File: src/rtl/fp_addsub_pipelined.sv
// ---------------------------------------------------------------------------
// fp_addsub_pipelined
//   Parametrised IEEE-754 style add/subtract unit with a 5-stage pipeline.
//   Subnormal operands and results are flushed to signed zero, rounding is
//   round-to-nearest-even, and NaN/Inf operands are resolved at entry.
//
// Ports
//   clk, reset_n            clock (rising edge), async active-low reset
//   in_valid / in_ready     operand handshake (in_ready is combinational)
//   a, b                    operands {sign, exp, frac}
//   op_sub                  0: a+b, 1: a-b
//   in_tag                  opaque tag, returned with the result
//   out_valid / out_ready   result handshake
//   c                       result {sign, exp, frac}
//   out_tag                 tag of the result
//   flags                   {invalid, overflow, underflow, inexact}
// ---------------------------------------------------------------------------
module fp_addsub_pipelined #(
  parameter int EXP_W  = 8,
  parameter int FRAC_W = 23,
  parameter int TAG_W  = 4
) (
  input  logic                    clk,
  input  logic                    reset_n,
  input  logic                    in_valid,
  output logic                    in_ready,
  input  logic [EXP_W+FRAC_W:0]   a,
  input  logic [EXP_W+FRAC_W:0]   b,
  input  logic                    op_sub,
  input  logic [TAG_W-1:0]        in_tag,
  output logic                    out_valid,
  input  logic                    out_ready,
  output logic [EXP_W+FRAC_W:0]   c,
  output logic [TAG_W-1:0]        out_tag,
  output logic [3:0]              flags
);

  localparam int W   = 1 + EXP_W + FRAC_W;
  localparam int M   = FRAC_W + 1;            // mantissa incl. hidden bit
  localparam int X   = FRAC_W + 4;            // mantissa plus guard/round/sticky
  localparam int LZW = $clog2(X + 1);
  localparam int SW  = TAG_W + 1 + W + 4;     // {tag, special, special value, special flags}
  localparam logic [EXP_W-1:0] EXP_ONES = {EXP_W{1'b1}};
  localparam logic [W-1:0]     QNAN     = {1'b0, EXP_ONES, 1'b1, {(FRAC_W-1){1'b0}}};

  // Leading-zero count; returns X for an all-zero vector.
  function automatic logic [LZW-1:0] lzc(input logic [X-1:0] v);
    logic [LZW-1:0] n;
    logic           found;
    n     = {LZW{1'b0}};
    found = 1'b0;
    for (int i = X - 1; i >= 0; i--) begin
      n     = (found || v[i]) ? n : n + LZW'(1);
      found = found | v[i];
    end
    return n;
  endfunction

  // Flow control: a stage loads when the stage after it is empty or moving.
  logic en1_s, en2_s, en3_s, en4_s, en5_s;
  logic v1_r, v2_r, v3_r, v4_r, out_valid_r;

  assign en5_s    = !out_valid_r || out_ready;
  assign en4_s    = !v4_r || en5_s;
  assign en3_s    = !v3_r || en4_s;
  assign en2_s    = !v2_r || en3_s;
  assign en1_s    = !v1_r || en2_s;
  assign in_ready = en1_s;

  // ---------------- S1: unpack, classify, swap ----------------
  logic             sa_s, sb_s, a_nan_s, b_nan_s, a_inf_s, b_inf_s, swap_s;
  logic [EXP_W-1:0] ea_s, eb_s;
  logic [M-1:0]     ma_s, mb_s;
  logic             spec_s;
  logic [W-1:0]     sval_s;
  logic [3:0]       sflg_s;

  assign sa_s    = a[W-1];
  assign sb_s    = b[W-1] ^ op_sub;
  assign ea_s    = a[W-2:FRAC_W];
  assign eb_s    = b[W-2:FRAC_W];
  assign ma_s    = (ea_s == {EXP_W{1'b0}}) ? {M{1'b0}} : {1'b1, a[FRAC_W-1:0]};
  assign mb_s    = (eb_s == {EXP_W{1'b0}}) ? {M{1'b0}} : {1'b1, b[FRAC_W-1:0]};
  assign a_nan_s = (ea_s == EXP_ONES) && (a[FRAC_W-1:0] != {FRAC_W{1'b0}});
  assign b_nan_s = (eb_s == EXP_ONES) && (b[FRAC_W-1:0] != {FRAC_W{1'b0}});
  assign a_inf_s = (ea_s == EXP_ONES) && (a[FRAC_W-1:0] == {FRAC_W{1'b0}});
  assign b_inf_s = (eb_s == EXP_ONES) && (b[FRAC_W-1:0] == {FRAC_W{1'b0}});
  assign swap_s  = {eb_s, mb_s} > {ea_s, ma_s};

  // Resolve NaN/Inf operands at entry; later stages only carry the answer.
  always_comb begin
    spec_s = 1'b0;
    sval_s = {W{1'b0}};
    sflg_s = 4'b0000;
    if (a_nan_s || b_nan_s) begin
      spec_s = 1'b1;
      sval_s = QNAN;
    end else if (a_inf_s && b_inf_s && (sa_s != sb_s)) begin
      spec_s = 1'b1;
      sval_s = QNAN;
      sflg_s = 4'b1000;
    end else if (a_inf_s) begin
      spec_s = 1'b1;
      sval_s = {sa_s, EXP_ONES, {FRAC_W{1'b0}}};
    end else if (b_inf_s) begin
      spec_s = 1'b1;
      sval_s = {sb_s, EXP_ONES, {FRAC_W{1'b0}}};
    end else begin
      spec_s = 1'b0;
    end
  end

  logic [SW-1:0]    side1_r, side2_r, side3_r, side4_r;
  logic             sign1_r, sub1_r;
  logic [EXP_W-1:0] exp1_r, d1_r;
  logic [M-1:0]     ml1_r, ms1_r;

  // Stage 1 register: larger-magnitude operand becomes L.
  always_ff @(posedge clk or negedge reset_n) begin
    if (!reset_n) begin
      v1_r <= 1'b0; side1_r <= '0; sign1_r <= 1'b0; sub1_r <= 1'b0;
      exp1_r <= '0; d1_r <= '0; ml1_r <= '0; ms1_r <= '0;
    end else if (en1_s) begin
      v1_r <= in_valid;
      if (in_valid) begin
        side1_r <= {in_tag, spec_s, sval_s, sflg_s};
        sign1_r <= swap_s ? sb_s : sa_s;
        sub1_r  <= sa_s ^ sb_s;
        exp1_r  <= swap_s ? eb_s : ea_s;
        d1_r    <= swap_s ? (eb_s - ea_s) : (ea_s - eb_s);
        ml1_r   <= swap_s ? mb_s : ma_s;
        ms1_r   <= swap_s ? ma_s : mb_s;
      end
    end
  end

  // ---------------- S2: align S to L ----------------
  logic [X-1:0] ext2_s, sh2_s, al2_s;
  logic         lost2_s, big2_s;

  assign ext2_s  = {ms1_r, 3'b000};
  assign sh2_s   = ext2_s >> d1_r;
  assign lost2_s = |(ext2_s & ~({X{1'b1}} << d1_r));
  assign big2_s  = 32'(d1_r) >= 32'(X - 1);
  // Beyond FRAC_W+3 the whole of S collapses into the sticky bit.
  assign al2_s   = big2_s ? {{(X-1){1'b0}}, |ms1_r} : {sh2_s[X-1:1], sh2_s[0] | lost2_s};

  logic             sign2_r, sub2_r;
  logic [EXP_W-1:0] exp2_r;
  logic [M-1:0]     ml2_r;
  logic [X-1:0]     al2_r;

  // Stage 2 register.
  always_ff @(posedge clk or negedge reset_n) begin
    if (!reset_n) begin
      v2_r <= 1'b0; side2_r <= '0; sign2_r <= 1'b0; sub2_r <= 1'b0;
      exp2_r <= '0; ml2_r <= '0; al2_r <= '0;
    end else if (en2_s) begin
      v2_r <= v1_r;
      if (v1_r) begin
        side2_r <= side1_r; sign2_r <= sign1_r; sub2_r <= sub1_r;
        exp2_r  <= exp1_r;  ml2_r   <= ml1_r;   al2_r  <= al2_s;
      end
    end
  end

  // ---------------- S3: add / subtract (never negative since |L|>=|S|) ----------------
  logic             sign3_r, sub3_r;
  logic [EXP_W-1:0] exp3_r;
  logic [X:0]       sum3_r;

  // Stage 3 register.
  always_ff @(posedge clk or negedge reset_n) begin
    if (!reset_n) begin
      v3_r <= 1'b0; side3_r <= '0; sign3_r <= 1'b0; sub3_r <= 1'b0;
      exp3_r <= '0; sum3_r <= '0;
    end else if (en3_s) begin
      v3_r <= v2_r;
      if (v2_r) begin
        side3_r <= side2_r; sign3_r <= sign2_r; sub3_r <= sub2_r; exp3_r <= exp2_r;
        sum3_r  <= sub2_r ? ({1'b0, ml2_r, 3'b000} - {1'b0, al2_r})
                          : ({1'b0, ml2_r, 3'b000} + {1'b0, al2_r});
      end
    end
  end

  // ---------------- S4: normalise ----------------
  logic [LZW-1:0] lz4_s;
  logic [X-1:0]   mant4_s;
  logic [EXP_W:0] exp4_s;
  logic           zero4_s, uf4_s, sign4_s;

  assign lz4_s = lzc(sum3_r[X-1:0]);

  // Carry shifts right; otherwise shift left unless the result would be subnormal.
  always_comb begin
    mant4_s = {X{1'b0}};
    exp4_s  = {(EXP_W+1){1'b0}};
    zero4_s = 1'b0;
    uf4_s   = 1'b0;
    sign4_s = sign3_r;
    if (sum3_r[X]) begin
      mant4_s = {sum3_r[X:2], |sum3_r[1:0]};
      exp4_s  = {1'b0, exp3_r} + {{EXP_W{1'b0}}, 1'b1};
    end else if (sum3_r[X-1:0] == {X{1'b0}}) begin
      // Exact cancellation gives +0; only -0 + -0 keeps the sign.
      zero4_s = 1'b1;
      sign4_s = sub3_r ? 1'b0 : sign3_r;
    end else if (32'(lz4_s) >= 32'(exp3_r)) begin
      zero4_s = 1'b1;
      uf4_s   = 1'b1;
    end else begin
      mant4_s = sum3_r[X-1:0] << lz4_s;
      exp4_s  = {1'b0, exp3_r} - (EXP_W+1)'(lz4_s);
    end
  end

  logic [X-1:0]   mant4_r;
  logic [EXP_W:0] exp4_r;
  logic           zero4_r, uf4_r, sign4_r;

  // Stage 4 register.
  always_ff @(posedge clk or negedge reset_n) begin
    if (!reset_n) begin
      v4_r <= 1'b0; side4_r <= '0; mant4_r <= '0; exp4_r <= '0;
      zero4_r <= 1'b0; uf4_r <= 1'b0; sign4_r <= 1'b0;
    end else if (en4_s) begin
      v4_r <= v3_r;
      if (v3_r) begin
        side4_r <= side3_r; mant4_r <= mant4_s; exp4_r <= exp4_s;
        zero4_r <= zero4_s; uf4_r   <= uf4_s;   sign4_r <= sign4_s;
      end
    end
  end

  // ---------------- S5: round to nearest even, pack ----------------
  logic [M-1:0]      m5_s;
  logic              g5_s, r5_s, st5_s, up5_s;
  logic [M:0]        rnd5_s;
  logic [EXP_W:0]    exp5_s;
  logic [FRAC_W-1:0] frac5_s;
  logic [W-1:0]      res5_s;
  logic [3:0]        flg5_s;

  assign m5_s    = mant4_r[X-1:3];
  assign g5_s    = mant4_r[2];
  assign r5_s    = mant4_r[1];
  assign st5_s   = mant4_r[0];
  assign up5_s   = g5_s && (r5_s || st5_s || m5_s[0]);
  assign rnd5_s  = {1'b0, m5_s} + {{M{1'b0}}, up5_s};
  assign exp5_s  = exp4_r + {{EXP_W{1'b0}}, rnd5_s[M]};
  assign frac5_s = rnd5_s[M] ? rnd5_s[FRAC_W:1] : rnd5_s[FRAC_W-1:0];

  // Final result select: forced special, zero, overflow to Inf, or normal.
  always_comb begin
    res5_s = {W{1'b0}};
    flg5_s = 4'b0000;
    if (side4_r[W+4]) begin
      res5_s = side4_r[W+3:4];
      flg5_s = side4_r[3:0];
    end else if (zero4_r) begin
      res5_s = {sign4_r, {(W-1){1'b0}}};
      flg5_s = {2'b00, uf4_r, 1'b0};
    end else if (exp5_s >= {1'b0, EXP_ONES}) begin
      res5_s = {sign4_r, EXP_ONES, {FRAC_W{1'b0}}};
      flg5_s = 4'b0101;
    end else begin
      res5_s = {sign4_r, exp5_s[EXP_W-1:0], frac5_s};
      flg5_s = {3'b000, g5_s | r5_s | st5_s};
    end
  end

  logic [W-1:0]     c_r;
  logic [TAG_W-1:0] out_tag_r;
  logic [3:0]       flags_r;

  // Output register; holds while out_valid && !out_ready.
  always_ff @(posedge clk or negedge reset_n) begin
    if (!reset_n) begin
      out_valid_r <= 1'b0; c_r <= '0; out_tag_r <= '0; flags_r <= 4'b0000;
    end else if (en5_s) begin
      out_valid_r <= v4_r;
      if (v4_r) begin
        c_r       <= res5_s;
        out_tag_r <= side4_r[SW-1 -: TAG_W];
        flags_r   <= flg5_s;
      end
    end
  end

  assign out_valid = out_valid_r;
  assign c         = c_r;
  assign out_tag   = out_tag_r;
  assign flags     = flags_r;

endmodule

File: config.mk
export PLATFORM = sky130hd
export DESIGN_NAME = fp_addsub_pipelined
export DESIGN_NICKNAME = d
export VERILOG_FILES = /design/src/rtl/fp_addsub_pipelined.sv
export SDC_FILE = /design/constraint.sdc
export NUM_CORES = 1
export LEC_CHECK = 0
export CORE_ASPECT_RATIO = 0.7
export CORE_UTILIZATION = 60
export DETAILED_ROUTE_END_ITERATION = 6
export DONT_BUFFER_PORTS = 1
export GPL_TIMING_DRIVEN = 0
export PLACE_DENSITY_LB_ADDON = 0.12
export SYNTH_ARGS = -nofsm -noshare
export SYNTH_HDL_FRONTEND = slang
export SYNTH_SLANG_ARGS = --single-unit
export TNS_END_PERCENT = 1
File: constraint.sdc
create_clock -name clk -period 37.6 [get_ports clk]
set_input_delay 5.64 -clock clk [delete_from_list [all_inputs] [get_ports clk]]
set_output_delay 5.64 -clock clk [all_outputs]
set_load 0.02 [all_outputs]
### Yosys cells after proc, flatten, opt, wreduce, memory -nomap -nowiden

Index checks and enable logic that the tools add are counted.

| storage, ports and cells | value |
|---|---|
| flip-flop bits (word level) | 413 |
| input port bits | 73 |
| output and inout port bits | 42 |
| logic and storage cells | 236 |

| cells by class | value |
|---|---|
| $add $sub $neg | 34 |
| order comparisons | 4 |
| equal/unequal tests | 3 |
| shift-type cells | 3 |
| multiplexer cells | 67 |
| bitwise operators | 32 |
| reduce and logical (&&, ||, !) cells | 61 |

Operators by type and width:

| cell | count |
|---|---|
| $mux W32 | 5 |
| $mux W5 | 23 |
| $add A5 B1 Y5 const B | 22 |
| $mux W27 | 4 |
| $mux W24 | 4 |
| $mux W31 | 2 |
| $logic_not A23 Y1 | 2 |
| $reduce_bool A23 Y1 | 2 |
| $logic_or A1 B1 Y1 | 34 |
| $gt A32 B32 Y1 | 1 |
| $add A27 B27 Y28 | 1 |
| $mux W28 | 1 |
| $or A1 B1 Y1 | 28 |
| $sub A27 B27 Y28 | 1 |
| $and A27 B27 Y27 | 1 |
| $logic_not A27 Y1 | 1 |
| $mux W9 | 3 |
| $not A27 Y27 | 1 |
| $reduce_or A27 Y1 | 1 |
| $shl A27 B5 Y27 | 1 |
| $shl A27 B8 Y27 const A | 1 |
| $shr A27 B8 Y27 | 1 |
| $add A24 B1 Y25 | 1 |
| $reduce_or A24 Y1 | 1 |
| 25 further kinds | 62 |

### Logic depth before layout (Yosys ltp)

Gate-level depths: netlist of the first run.

| depth | value |
|---|---|
| word-level depth | 57 |
| mapped depth | 102 |
| gate-level depth less buffers | 99 |

### Worst setup path after synthesis of the first run

No wires, ideal clock.

| timing path | value |
|---|---|
| kind | reg-to-reg |
| start point | register sum3_r[24] |
| end point | register mant4_r[21] |
| setup time | 0.132 ns |
| data arrival time | 17.138 ns |
| required time | 37.468 ns |
| slack | 20.330 ns |
| stages on the path, launching flop included | 101 |
| path buffers | 4 |
| period minus slack after synthesis | 17.270 ns |
| path through | dfrtp_1 > buf_2 > a21oi_1 > ha_1 > o31a_1 > ha_1 > nand2_1 > nand2_1 > ha_1 > mux2i_1 > o31ai_1 > ha_1 > mux2_2 > o21ai_0 > nand2_1 > ha_1 > nor2_1 > a31oi_1 > (+65 left out) > o31a_1 > nand3_1 > o21ai_0 > nand3_1 > o221ai_1 > a211oi_2 > clkbuf_1 > clkbuf_1 > ha_1 > a21o_1 > a21o_1 > a21o_1 > a2111oi_0 > or2_2 > clkbuf_1 > nor4_1 > a211oi_1 > o22ai_1 |

| between the ends | value |
|---|---|
| cells in the longest elaborated chain, start to end | 54 |
| elaborated cells between the ends (all ways) | 104 |
| classes of those cells | add/sub: 24; order compare: 1; shift: 1; mux: 28; bitwise: 24; reduce/logical: 26 |

Ends and longest elaborated chain:

| element | RTL line | text |
|---|---|---|
| start: declaration | 170 | `logic [X:0] sum3_r;` |
| start signal: assignment | 181 | `sum3_r <= sub2_r ? ({1'b0, ml2_r, 3'b000} - {1'b0, al2_r})` |
| $logic_or A1 B1 Y1 | 53 | `n = (found \|\| v[i]) ? n : n + LZW'(1);` |
| $mux W3 | 53 |  |
| $add A3 B1 Y4 | 53 |  |
| $mux W4 | 53 |  |
| $add A4 B1 Y5 | 53 |  |
| $mux W5 | 53 |  |
| $add A5 B1 Y5 | 53 |  |
| $mux W5 | 53 |  |
| (+38 left out) | n/a |  |
| $add A5 B1 Y5 | 53 |  |
| $mux W5 | 53 |  |
| $add A5 B1 Y5 | 53 |  |
| $mux W5 | 53 |  |
| $ge A5 B8 Y1 or $shl A27 B5 Y27 (tied branches) | 209, 213 |  |
| $mux W27 | 209 | `end else if (32'(lz4_s) >= 32'(exp3_r)) begin` |
| $mux W27 (*) | 205 | `end else if (sum3_r[X-1:0] == {X{1'b0}}) begin` |
| $mux W27 (*) | 202 | `if (sum3_r[X]) begin` |
| end signal: assignment | 230 | `side4_r <= side3_r; mant4_r <= mant4_s; exp4_r <= exp4_s;` |
| end: declaration | 218 | `logic [X-1:0] mant4_r;` |

Mark *: on every way between the ends. The rest lies on a longest branch, timed or not.
A chain may end at the register's enable or synchronous reset.

### Worst setup path in the final report of the first run

| timing path | value |
|---|---|
| start point | register sum3_r[24] |
| end point | register exp4_r[0] |

| between the ends | value |
|---|---|
| cells in the longest elaborated chain, start to end | 54 |
| elaborated cells between the ends (all ways) | 104 |
| classes of those cells | add/sub: 25; order compare: 1; mux: 28; bitwise: 24; reduce/logical: 26 |

Ends and longest elaborated chain:

| element | RTL line | text |
|---|---|---|
| $logic_or A1 B1 Y1 | 53 |  |
| $mux W3 | 53 |  |
| $add A3 B1 Y4 | 53 |  |
| $mux W4 | 53 |  |
| $add A4 B1 Y5 | 53 |  |
| $mux W5 | 53 |  |
| $add A5 B1 Y5 | 53 |  |
| $mux W5 | 53 |  |
| (+38 left out) | n/a |  |
| $add A5 B1 Y5 | 53 |  |
| $mux W5 | 53 |  |
| $add A5 B1 Y5 | 53 |  |
| $mux W5 | 53 |  |
| $sub A8 B5 Y9 or $ge A5 B8 Y1 (tied branches) | 214, 209 |  |
| $mux W9 | 209 |  |
| $mux W9 (*) | 205 |  |
| $mux W9 (*) | 202 |  |
| end signal: assignment | 230 |  |
| end: declaration | 219 | `logic [EXP_W:0] exp4_r;` |

Marks and branches as above.

==> results.ini, run 1 <==
[clock_tree]
cts_htree_levels = 1
clk_root_buffer_cell = clkbuf_16
post_cts_hold_buffer_count = 0
post_cts_resized = 0
cts_buffer_depth = 3
cts_tree = yes
cts.reportedPaths.clkPinSlew_ns = 0.06
cts_made_buffers = 28
postCtsSetupRepairBufs = 0
tritoncts_num_sinks = 281
clock_latency_ns = 0.59

[setup_path]
worstPathMaxFanout = 10
timing.reg2reg.worst_path_depth = 100
crit_arrival_ns = 21.38
cpMostUsedCell = ha_1
cpPeakStageDelay_ns = 0.85
reg2reg_from = sum3_r[24]$_DFFE_PN0P_
critPathLaunchType = flop
crit_type = reg -> reg
timing.critical_path.to_type = flop
r2r-end = exp4_r[0]$_DFFE_PN0P_
cp_data_required_time_ns = 38.05
start_point_of_the_critical_path = sum3_r[24]$_DFFE_PN0P_
crit_path_top_delay_cell = a211oi_2
worst-r2r-setup-slack_ns = 16.67

[sta]
report.final.hold_viol_count = 0
final.period_utilization = 0.557
grt_setup_unrepaired = false
minimum_clock_period_after_layout_ns = 20.93
setup_total_negative_slack_ns = 0
max_frequency_ghz = 0.0478
setup_violations = 0
timing.slew.headroom = 0.295
finClkSkew_ns = 0.0321
final_critical_path_setup_slack_ns = 16.67
drv_slew = 0
max_slew.worst_pin.slew_ns = 1.05

[synthesis]
synth_sequential_area_ratio = 0.321
cells_taking_the_most_area_after_synthesis = dfrtp_1, ha_1, nand2_1
synth_enable_flop_cells = 0
syn_inst = 2627
synth_largest_type_area_fraction = 0.321
yosys.cell_types.count = 91
synth_top_flop_cell = dfrtp_1
asyncSetResetFlopFracSynth = 1.00
synthesis.area_per_instance_um2 = 8.33
synth.cell_area_mm2 = 0.0219
ys_ff_latch = 281
yosys.area.top_type = dfrtp_1
yosysWarningCount = 0
synth_net_count = 2825

[route]
detail_route.first_pass.iterations = 6
detail_route.iter0.violations = 2275
route.final.wire_length_um = 69600
viasPerCell = 6.46
route.vias.total = 20400
postRouteAntennaNets = 0
avgRoutedWirePerCell_um = 22.1
detail_route.drc_violations = 0

[grt]
first_global_vias = 18900
initial_antenna_violation_count = 0
groute.usage.overall = 0.368
grt_pass1_wl_um = 107000
grt_overflow = 0
grt_max_degree = 282

[placed_design]
preCtsSetupSlack_ns = 17.13
port_buffers = 0
detailedPlacementHpwl_um = 54300
dp_cells = 3107
weighted_congestion_at_the_end_of_routability_driven_global_placement = 0.997

[die]
start_util = 0.609
dieHeight_um = 162
design.die.area_mm2 = 0.0372
core_box_area_mm2 = 0.0359
io-pin-count = 115
die_x_um = 230
rows = 58

[cells_and_area]
syn_to_final_growth_pct = 6.93
antenna_cells = 0
finish.net_count = 2855
layout.cells.non_filler = 3154
drive_above_1_share = 0.0703

[pwr]
leakage_nw = 10.2
pwr_density_cell_mw_per_mm2 = 82.1
vdd_drop_max_mv = 0.0463

[hold_path]
holdPathEnd = ml1_r[16]$_DFFE_PN0P_
min_path_type = reg -> reg
hold_start = ml1_r[16]$_DFFE_PN0P_
worst_hold_path.num_cells = 2

[flow_run]
drv_cap = 0

[run_status]
run_status = complete, no violations

==> cells in the mapped netlist (all sizes together) (5+ instances only) <==
master,n
nor2,208
o21a,18
and2,46
a221oi,20
a22oi,7
a32oi,6
a211oi,20
xor2,41
nand4,29
o21bai,15
nand2b,31
nor3,60
nand3,51
buf,27
a31oi,38
nor2b,47
o31ai,23
mux4,17
a21oi,174
dfrtp,281
o21ai,224
a32o,5
xnor2,70
or3,12
nor4,26
clkbuf,135
a211o,7
mux2i,88
ha,121
nand2,368
and3,30
o311ai,15
or2,12
xnor3,8
mux2,82
a21o,32
o211ai,23
o31a,5
inv,108
a22o,9
o22ai,18
==> worst max-delay path: cells and delay by family, from the launching register on <==
family,cells,cell delay [ns]
AND/OR/NAND/NOR,32,3.16
AO/OA/AOI/OAI,29,6.38
XOR/XNOR,1,0.22
buffers and inverters,7,1.90
adder cells (fa/ha/maj),25,7.78
flip-flops,1,0.37
multiplexers,6,0.98
==> worst max-delay path by stage <==
stage                                    endpoint  slack (ns)  depth (start not counted)
after floorplan           mant4_r[21]$_DFFE_PN0P_       20.33                        100
after global placement      exp4_r[0]$_DFFE_PN0P_       17.39                         99
after detailed placement    exp4_r[0]$_DFFE_PN0P_       17.13                        100
after CTS                   exp4_r[0]$_DFFE_PN0P_       17.05                        100
after global routing        exp4_r[0]$_DFFE_PN0P_       15.02                         99
final                       exp4_r[0]$_DFFE_PN0P_       16.67                        100
==> routing by layer <==
metal / routed length [µm] / GRT usage / vias up
li1: - / - / 9427
met1: 30400 / 0.536 / 9724
met2: 29400 / 0.543 / 1050
met3: 7080 / 0.0725 / 160
met4: 2690 / 0.130 / 0
met5: 0 / 0 / -
==> where the power goes <==
group	total, mW	internal [mW]	switching, mW
Combinational	1.11	0.430	0.683
Sequential	0.525	0.396	0.129
Clock	0.281	0.161	0.121
==> through the flow <==
step	total power, mW	hold slack [ns]	utilization	cell area, µm²
6_report	1.92	0.475	0.651	23400
5_1_grt	2.04	0.502	0.651	23400
4_1_cts	1.88	0.479	0.651	23400
3_5_place_dp	1.60	0.466	0.626	22500
3_3_place_gp	1.57	0.456	0.626	22500
2_1_floorplan	1.29	0.433	-	21900
==> flip-flops by register name, indices dropped and copies added, names as in the netlist, 9 cells and up <==
signal and cells:
mant4_r 27, ms1_r 24, exp4_r 9, c 32
al2_r 27, ml2_r 24, sum3_r 28, ml1_r 24
==> cell usage in the layout (no fill, tap or decap), types with 9 or more instances in the layout <==
master / netlist / routed
o211ai_1: 23 / 23
clkbuf_16: 0 / 28
and3_1: 29 / 29
inv_1: 105 / 105
a21o_1: 32 / 32
a31oi_1: 38 / 38
o21bai_1: 15 / 15
dfrtp_1: 281 / 281
o21a_1: 18 / 18
clkbuf_1: 135 / 142
o21ai_0: 215 / 215
o311ai_0: 12 / 12
buf_1: 17 / 17
mux2_2: 81 / 81
nand4_1: 28 / 28
nor2_1: 206 / 206
nand2b_1: 31 / 31
a21oi_1: 173 / 173
nor2b_1: 47 / 47
mux2i_1: 88 / 88
nor4_1: 25 / 25
o22ai_1: 18 / 18
a221oi_1: 20 / 20
nor3_1: 58 / 58
and2_1: 46 / 46
ha_1: 121 / 121
a211oi_1: 19 / 19
o21ai_1: 9 / 9
or3_1: 12 / 12
xor2_1: 39 / 39
nand3_1: 51 / 51
xnor2_1: 68 / 68
nand2_1: 368 / 368
a22o_1: 9 / 9
or2_2: 12 / 12
mux4_2: 17 / 17
o31ai_1: 22 / 22
==> final cells by class <==
class / instances / area, µm²
clock buffers: 40 / 796
fillers: 3074 / 12500
flip-flops and latches: 281 / 7030
plain buffers: 162 / 648
well taps: 480 / 601
clock inverters: 7 / 119
inverters: 108 / 405
multi-input cells: 2076 / 13800
==> kinds of logic (layout without fill, tap and decap cells) <==
| kind of cell | count (synthesis) | in the layout | synth area share |
|---|---|---|---|
| AOI/OAI and AO/OA | 700 | 700 | 0.200 |
| and+or+nand+nor | 941 | 941 | 0.201 |
| DFF | 281 | 281 | 0.321 |
| xor gates and xnor gates | 119 | 119 | 0.0546 |
| muxes | 187 | 187 | 0.100 |
| adders and majority gates | 129 | 129 | 0.0747 |
| buffers and inverters | 270 | 317 | 0.0482 |
(Power assumes the default switching activity.)
==> run 2: changes to the inputs <==
- clock period: 37.6 -> 20.4 ns (I/O delays scaled with it)
==> run 2 against run 1 <==
  * Sequential share of layout area decreased by 0.10 points
  * Sequential power rose by 85%
  * Final cell count increased by 0.16%
  * Flip-flop and latch count did not move
  * Total power increased by 85%
  * Combinational power up 86%
  * Critical path type unchanged
  * Clock-buffer cell count stayed put
  * Critical endpoint unchanged
==> results.ini, run 2 (synthesis gave the netlist of run 1 again) <==
[placed_design]
detailedPlacementHpwl_um = 54300  ; unchanged
port_buffers = 0  ; unchanged
detailed_place.area_mm2 = 0.0225  ; unchanged
dp_cells = 3107  ; unchanged
weighted_congestion_at_the_end_of_routability_driven_global_placement = 0.997  ; unchanged

[sta]
report.final.hold_viol_count = 0  ; unchanged
max_slew.worst_pin.slew_ns = 1.04  ; -0.0118 ns
drv_slew = 0  ; unchanged
final.period_utilization = 0.934  ; +0.377
finClkSkew_ns = 0.0337  ; +0.00165 ns
max_frequency_ghz = 0.0525  ; +9.9%
setup_total_negative_slack_ns = 0  ; unchanged
timing.slew.headroom = 0.303  ; +0.00790
grt_setup_unrepaired = false
setup_violations = 0  ; unchanged
minimum_clock_period_after_layout_ns = 19.05  ; -1.89 ns

[cells_and_area]
layout.cells.non_filler = 3159  ; +0.16%
finish.utilization = 0.653  ; +0.00219
antenna_cells = 0  ; unchanged
largest_reg_flops = 32  ; unchanged
fin_area_mm2 = 0.0235  ; +0.34%
commonest_non_fill_non_tap_cell_in_the_layout = nand2_1
finish.net_count = 2860  ; +0.18%
syn_to_final_growth_pct = 7.29
final_cell_mix = nand2_1, dfrtp_1, o21ai_0, nor2_1, a21oi_1
drive_above_1_share = 0.0743  ; +0.00397

[die]
start_util = 0.609  ; unchanged
core_box_area_mm2 = 0.0359  ; unchanged
design.die.area_mm2 = 0.0372  ; unchanged
dieHeight_um = 162  ; unchanged
io-pin-count = 115  ; unchanged
rows = 58  ; unchanged
die_x_um = 230  ; unchanged

[route]
detail_route.iter0.violations = 2285  ; +0.44%
postRouteAntennaNets = 0  ; unchanged
avgRoutedWirePerCell_um = 22.1  ; about the same
detail_route.first_pass.iterations = 7  ; +1
route.vias.total = 20400  ; +0.33%
viasPerCell = 6.47  ; +0.18%
detail_route.drc_violations = 0  ; unchanged
route.final.wire_length_um = 69800  ; +0.24%

[pwr]
pwr_density_cell_mw_per_mm2 = 152  ; +85%
vdd_drop_max_mv = 0.0853  ; +84%
leakage_nw = 10.2  ; +0.37%

[clock_tree]
cts_buffer_depth = 3  ; unchanged
cts_made_buffers = 28  ; unchanged
cts_tree = yes
clk_root_buffer_cell = clkbuf_16
clock_latency_ns = 0.58  ; about the same
cts_htree_levels = 1  ; unchanged
tritoncts_num_sinks = 281  ; unchanged
cts.reportedPaths.clkPinSlew_ns = 0.06  ; about the same

[grt]
initial_antenna_violation_count = 0  ; unchanged
groute.usage.overall = 0.368  ; about the same
grt_overflow = 0  ; unchanged
first_global_vias = 18900  ; +0.021%
grt_pass1_wl_um = 107000  ; about the same
grt_max_degree = 282  ; unchanged

[setup_path]
crit_type = reg -> reg
timing.critical_path.to_type = flop
critPathLaunchType = flop
crit_arrival_ns = 19.50  ; -1.88 ns
cpPeakStageDelay_ns = 0.38  ; -0.47 ns
cpMostUsedCell = ha_1
worstPathMaxFanout = 15  ; +5
crit_path_top_delay_cell = a41oi_1
cp_data_required_time_ns = 20.85  ; -17.20 ns

[flow_run]
drv_cap = 0  ; unchanged

[run_status]
run_status = complete, no violations

[hold_path]
min_path_type = reg -> reg

run 2: cell count changes in the layout (fill, tap and decap cells not counted), sizes merged:
cell    delta
buf        +6
clkbuf     -1
run 2: repair_timing:
action / in CTS / in global routing
setup endpoints to repair: 7 / 38
pin swaps: 0 / 1
hold buffers: 0 / 0
gates resized for setup: 1 / 14
setup buffers: 0 / 6
run 2: final timing paths:
path                                        start                     to  slack (ns)  cells past startpoint
hold reg to reg             ml1_r[16]$_DFFE_PN0P_  ml1_r[16]$_DFFE_PN0P_        0.48                      2
max in group asynchronous                 reset_n  ml1_r[19]$_DFFE_PN0P_       17.50                      0
min in group asynchronous                 reset_n       c[3]$_DFFE_PN0P_        2.20                      0
hold / removal              ml1_r[16]$_DFFE_PN0P_  ml1_r[16]$_DFFE_PN0P_        0.48                      2
setup / recovery           sum3_r[24]$_DFFE_PN0P_  exp4_r[0]$_DFFE_PN0P_        1.35                    100
setup reg to reg           sum3_r[24]$_DFFE_PN0P_  exp4_r[0]$_DFFE_PN0P_        1.35                    100
run 2: final cells by class:
cell class / count / area [µm²]
inverters: 108 / 405
fillers: 3068 / 12500
well taps: 480 / 601
multi-input cells: 2076 / 13800
clock inverters: 7 / 119
plain buffers: 161 / 649
clock buffers: 40 / 796
repair buffers: 6 / 45.0
flip-flops and latches: 281 / 7030
run 2: routing by layer:
metal	wire (µm)	track usage
met1	30500	0.536
met2	29600	0.543
met3	7010	0.0725
met4	2650	0.130
met5	0	0
run 2: metrics by stage:
| step | hold slack [ns] | power (mW) | setup WS (ns) |
|---|---|---|---|
| final | 0.476 | 3.56 | 1.35 |
| after global routing | 0.502 | 3.78 | 0.0269 |
| after CTS | 0.479 | 3.47 | 0.0251 |
| after detailed placement | 0.466 | 2.95 | -0.0658 |
| after global placement | 0.456 | 2.89 | 0.190 |
| after floorplan | 0.433 | 2.38 | 3.13 |
run 2: power by group:
| group | internal, mW | total (mW) | leakage [nW] | switching (mW) |
|---|---|---|---|---|
| Clock | 0.296 | 0.517 | 0.437 | 0.221 |
| Combinational | 0.805 | 2.07 | 6.26 | 1.27 |
| Sequential | 0.730 | 0.971 | 3.52 | 0.241 |
run 2: worst max-delay path: cells and delay by family, from the launching register on:
| kind | cells | cell delay (ns) |
|---|---|---|
| multiplexers | 6 | 0.98 |
| flip-flops | 1 | 0.37 |
| AND/OR/NAND/NOR | 32 | 3.11 |
| buffers and inverters | 7 | 1.22 |
| XOR/XNOR | 1 | 0.22 |
| adder cells (fa/ha/maj) | 25 | 7.55 |
| AO/OA/AOI/OAI | 29 | 5.43 |
==> edit, RTL diff (flow settings as in run 1) <==
Change the parameter `FRAC_W` from 23 to 19.
--- a/src/rtl/fp_addsub_pipelined.sv
+++ b/src/rtl/fp_addsub_pipelined.sv
@@ -19,3 +19,3 @@
   parameter int EXP_W  = 8,
-  parameter int FRAC_W = 23,
+  parameter int FRAC_W = 19,
   parameter int TAG_W  = 4
Ports: changed (resized a, b and c); port bits go from 115 to 103. The function was not compared with the original's and may differ.
==> edit against run 1 <==
The flow now finishes with violations (DRC). Final area decreased by 11%. Die area down 12%. Worst setup slack better by 2.3 ns. Total power is 15% lower. Wire length decreased by 19%. Non-clock buffer count fell by 22. Sequential cell count shrank 28. Area after synthesis down 12%. Critical path type unchanged.
==> edit: results (changes against run 1) <==
{
  "worstPathArrival": {"value": 19.10, "unit": "ns", "change": "-2.28 ns"},
  "drt-pass1-iter-count": {"value": 7, "change": "+1"},
  "synth.top_cells.by_area": {"value": "sky130_fd_sc_hd__dfrtp_1, sky130_fd_sc_hd__ha_1, sky130_fd_sc_hd__nand2_1, sky130_fd_sc_hd__o21ai_0, sky130_fd_sc_hd__mux2_2"},
  "layout-drive-gt1-share": {"value": 8.00, "unit": "%", "change": "+0.97 points"},
  "count_of_fill_cells_added_during_filler_insertion": {"value": 2693, "change": "-12%"},
  "grt_pass1_vias": {"value": 16600, "change": "-12%"},
  "place.gp.congestion": {"value": 1.03, "change": "+3.1%"},
  "rr_worst_depth": {"value": 81, "change": "-19%"},
  "critical_path_peak_fanout": {"value": 11, "change": "+1"},
  "netlist-cell-type-count": {"value": 99, "change": "+8.8%"},
  "cp_slowest_cell": {"value": "sky130_fd_sc_hd__a2111oi_0"},
  "route.final.wire_length": {"value": 56500, "unit": "µm", "change": "-19%"},
  "via_count": {"value": 17700, "change": "-13%"},
  "violated_checks": {"value": "DRC"},
  "regToRegStartpoint": {"value": "sum3_r[20]$_DFFE_PN0P_"},
  "grt_antenna_before_repair": {"value": 0, "change": "unchanged"},
  "insertion_delay": {"value": 0.56, "unit": "ns", "change": "-0.03 ns"},
  "p_leak": {"value": 9.10, "unit": "nW", "change": "-11%"},
  "run_status": {"value": "complete, but fails checks"},
  "maxSlewHeadroom": {"value": 25.8, "unit": "%", "change": "-3.7 points"},
  "worstSetupEndpoint": {"value": "exp4_r[2]$_DFFE_PN0P_"},
  "avgViaCountPerCell": {"value": 6.37, "change": "-1.3%"},
  "cts_repair_resize_count": {"value": 0, "change": "unchanged"},
  "globalRouteTotalUtil": {"value": 34.2, "unit": "%", "change": "-2.6 points"},
  "max-vdd-ir-drop": {"value": 0.0463, "unit": "mV", "change": "about the same"},
  "average_footprint_of_a_synthesized_cell": {"value": 8.33, "unit": "µm²", "change": "about the same"},
  "drt_first_iter_violations": {"value": 1812, "change": "-20%"},
  "placed_cells": {"value": 2735, "change": "-12%"},
  "yosys-top-cells-count": {"value": "sky130_fd_sc_hd__nand2_1, sky130_fd_sc_hd__dfrtp_1, sky130_fd_sc_hd__o21ai_0, sky130_fd_sc_hd__nor2_1, sky130_fd_sc_hd__a21oi_1"},
  "power.switching_fraction": {"value": 46.6, "unit": "%", "change": "-2.0 points"},
  "worst_slack": {"value": 18.93, "unit": "ns", "change": "+2.26 ns"},
  "finClkSkew": {"value": 0.0119, "unit": "ns", "change": "-0.0201 ns"},
  "numCtsBuffers": {"value": 27, "change": "-3.6%"},
  "grt_max_degree": {"value": 254, "change": "-9.9%"},
  "drt_drc_violations_left": {"value": 8, "change": "+8"},
  "synth_sequential_area_ratio": {"value": 32.8, "unit": "%", "change": "+0.69 points"}
}
[edit: cells by family after synthesis]
kind of cell | after synthesis | share of synthesized area, %
AO/OA/AOI/OAI | 583 | 18.6
adder cells (fa/ha/maj) | 113 | 7.44
AND/OR/NAND/NOR | 842 | 20.2
XOR/XNOR | 97 | 5.15
flip-flops | 253 | 32.8
multiplexers | 174 | 10.7
buffers and inverters | 253 | 5.05
[edit: per-layer routing]
layer  GRT usage (%)  vias up  share of wire (%)
met1            51.5     8506                 46
met2            52.0      813                 43
met4            7.61        0                2.4
met5               0        -                  0
met3            4.76      107                8.0
li1                -     8313                  -
[edit: worst min path at each step]
stage	start	end	slack [ns]	cells after the start
finish	side3_r[35]$_DFFE_PN0P_	side4_r[35]$_DFFE_PN0P_	0.46	2
global route	side3_r[31]$_DFFE_PN0P_	side4_r[31]$_DFFE_PN0P_	0.48	2
CTS	side3_r[35]$_DFFE_PN0P_	side4_r[35]$_DFFE_PN0P_	0.47	2
detailed placement	side3_r[31]$_DFFE_PN0P_	side4_r[31]$_DFFE_PN0P_	0.45	2
global placement	side3_r[31]$_DFFE_PN0P_	side4_r[31]$_DFFE_PN0P_	0.45	2
floorplan	side3_r[22]$_DFFE_PN0P_	side4_r[22]$_DFFE_PN0P_	0.43	2
[edit: area by class of cell]
type	count	area, µm²	area share [%]
Multi-Input combinational cell	1809	12000	57.8
Sequential cell	253	6330	30.5
Clock buffer	35	746	3.60
Buffer	140	551	2.66
Tap cell	420	526	2.53
Inverter	113	424	2.05
Clock inverter	13	176	0.851
[edit: worst reg2reg max path: cells and delay by family (launching register included)]
family	cells	cell delay (ns)
adder cells (fa/ha/maj)	21	6.52
flip-flops	1	0.32
AO/OA/AOI/OAI	21	5.22
multiplexers	10	2.01
buffers and inverters	5	2.03
AND/OR/NAND/NOR	24	2.43
[edit: stage by stage]
| stage | instance area (µm²) | hold WS (ns) | util [%] |
|---|---|---|---|
| 2_1_floorplan | 19300 | 0.433 | - |
| 3_3_place_gp | 19800 | 0.448 | 63.2 |
| 3_5_place_dp | 19800 | 0.451 | 63.2 |
| 4_1_cts | 20700 | 0.466 | 66.1 |
| 5_1_grt | 20700 | 0.484 | 66.1 |
| 6_report | 20700 | 0.459 | 66.1 |
[edit: power by group through the flow]
stage               registers, mW  logic (mW)  clock network, mW
global placement            0.466       0.836                  0
CTS                         0.466       0.863              0.280
finish                      0.468       0.884              0.278
floorplan                   0.435       0.661                  0
global route                0.478       0.967              0.290
detailed placement          0.470       0.856                  0
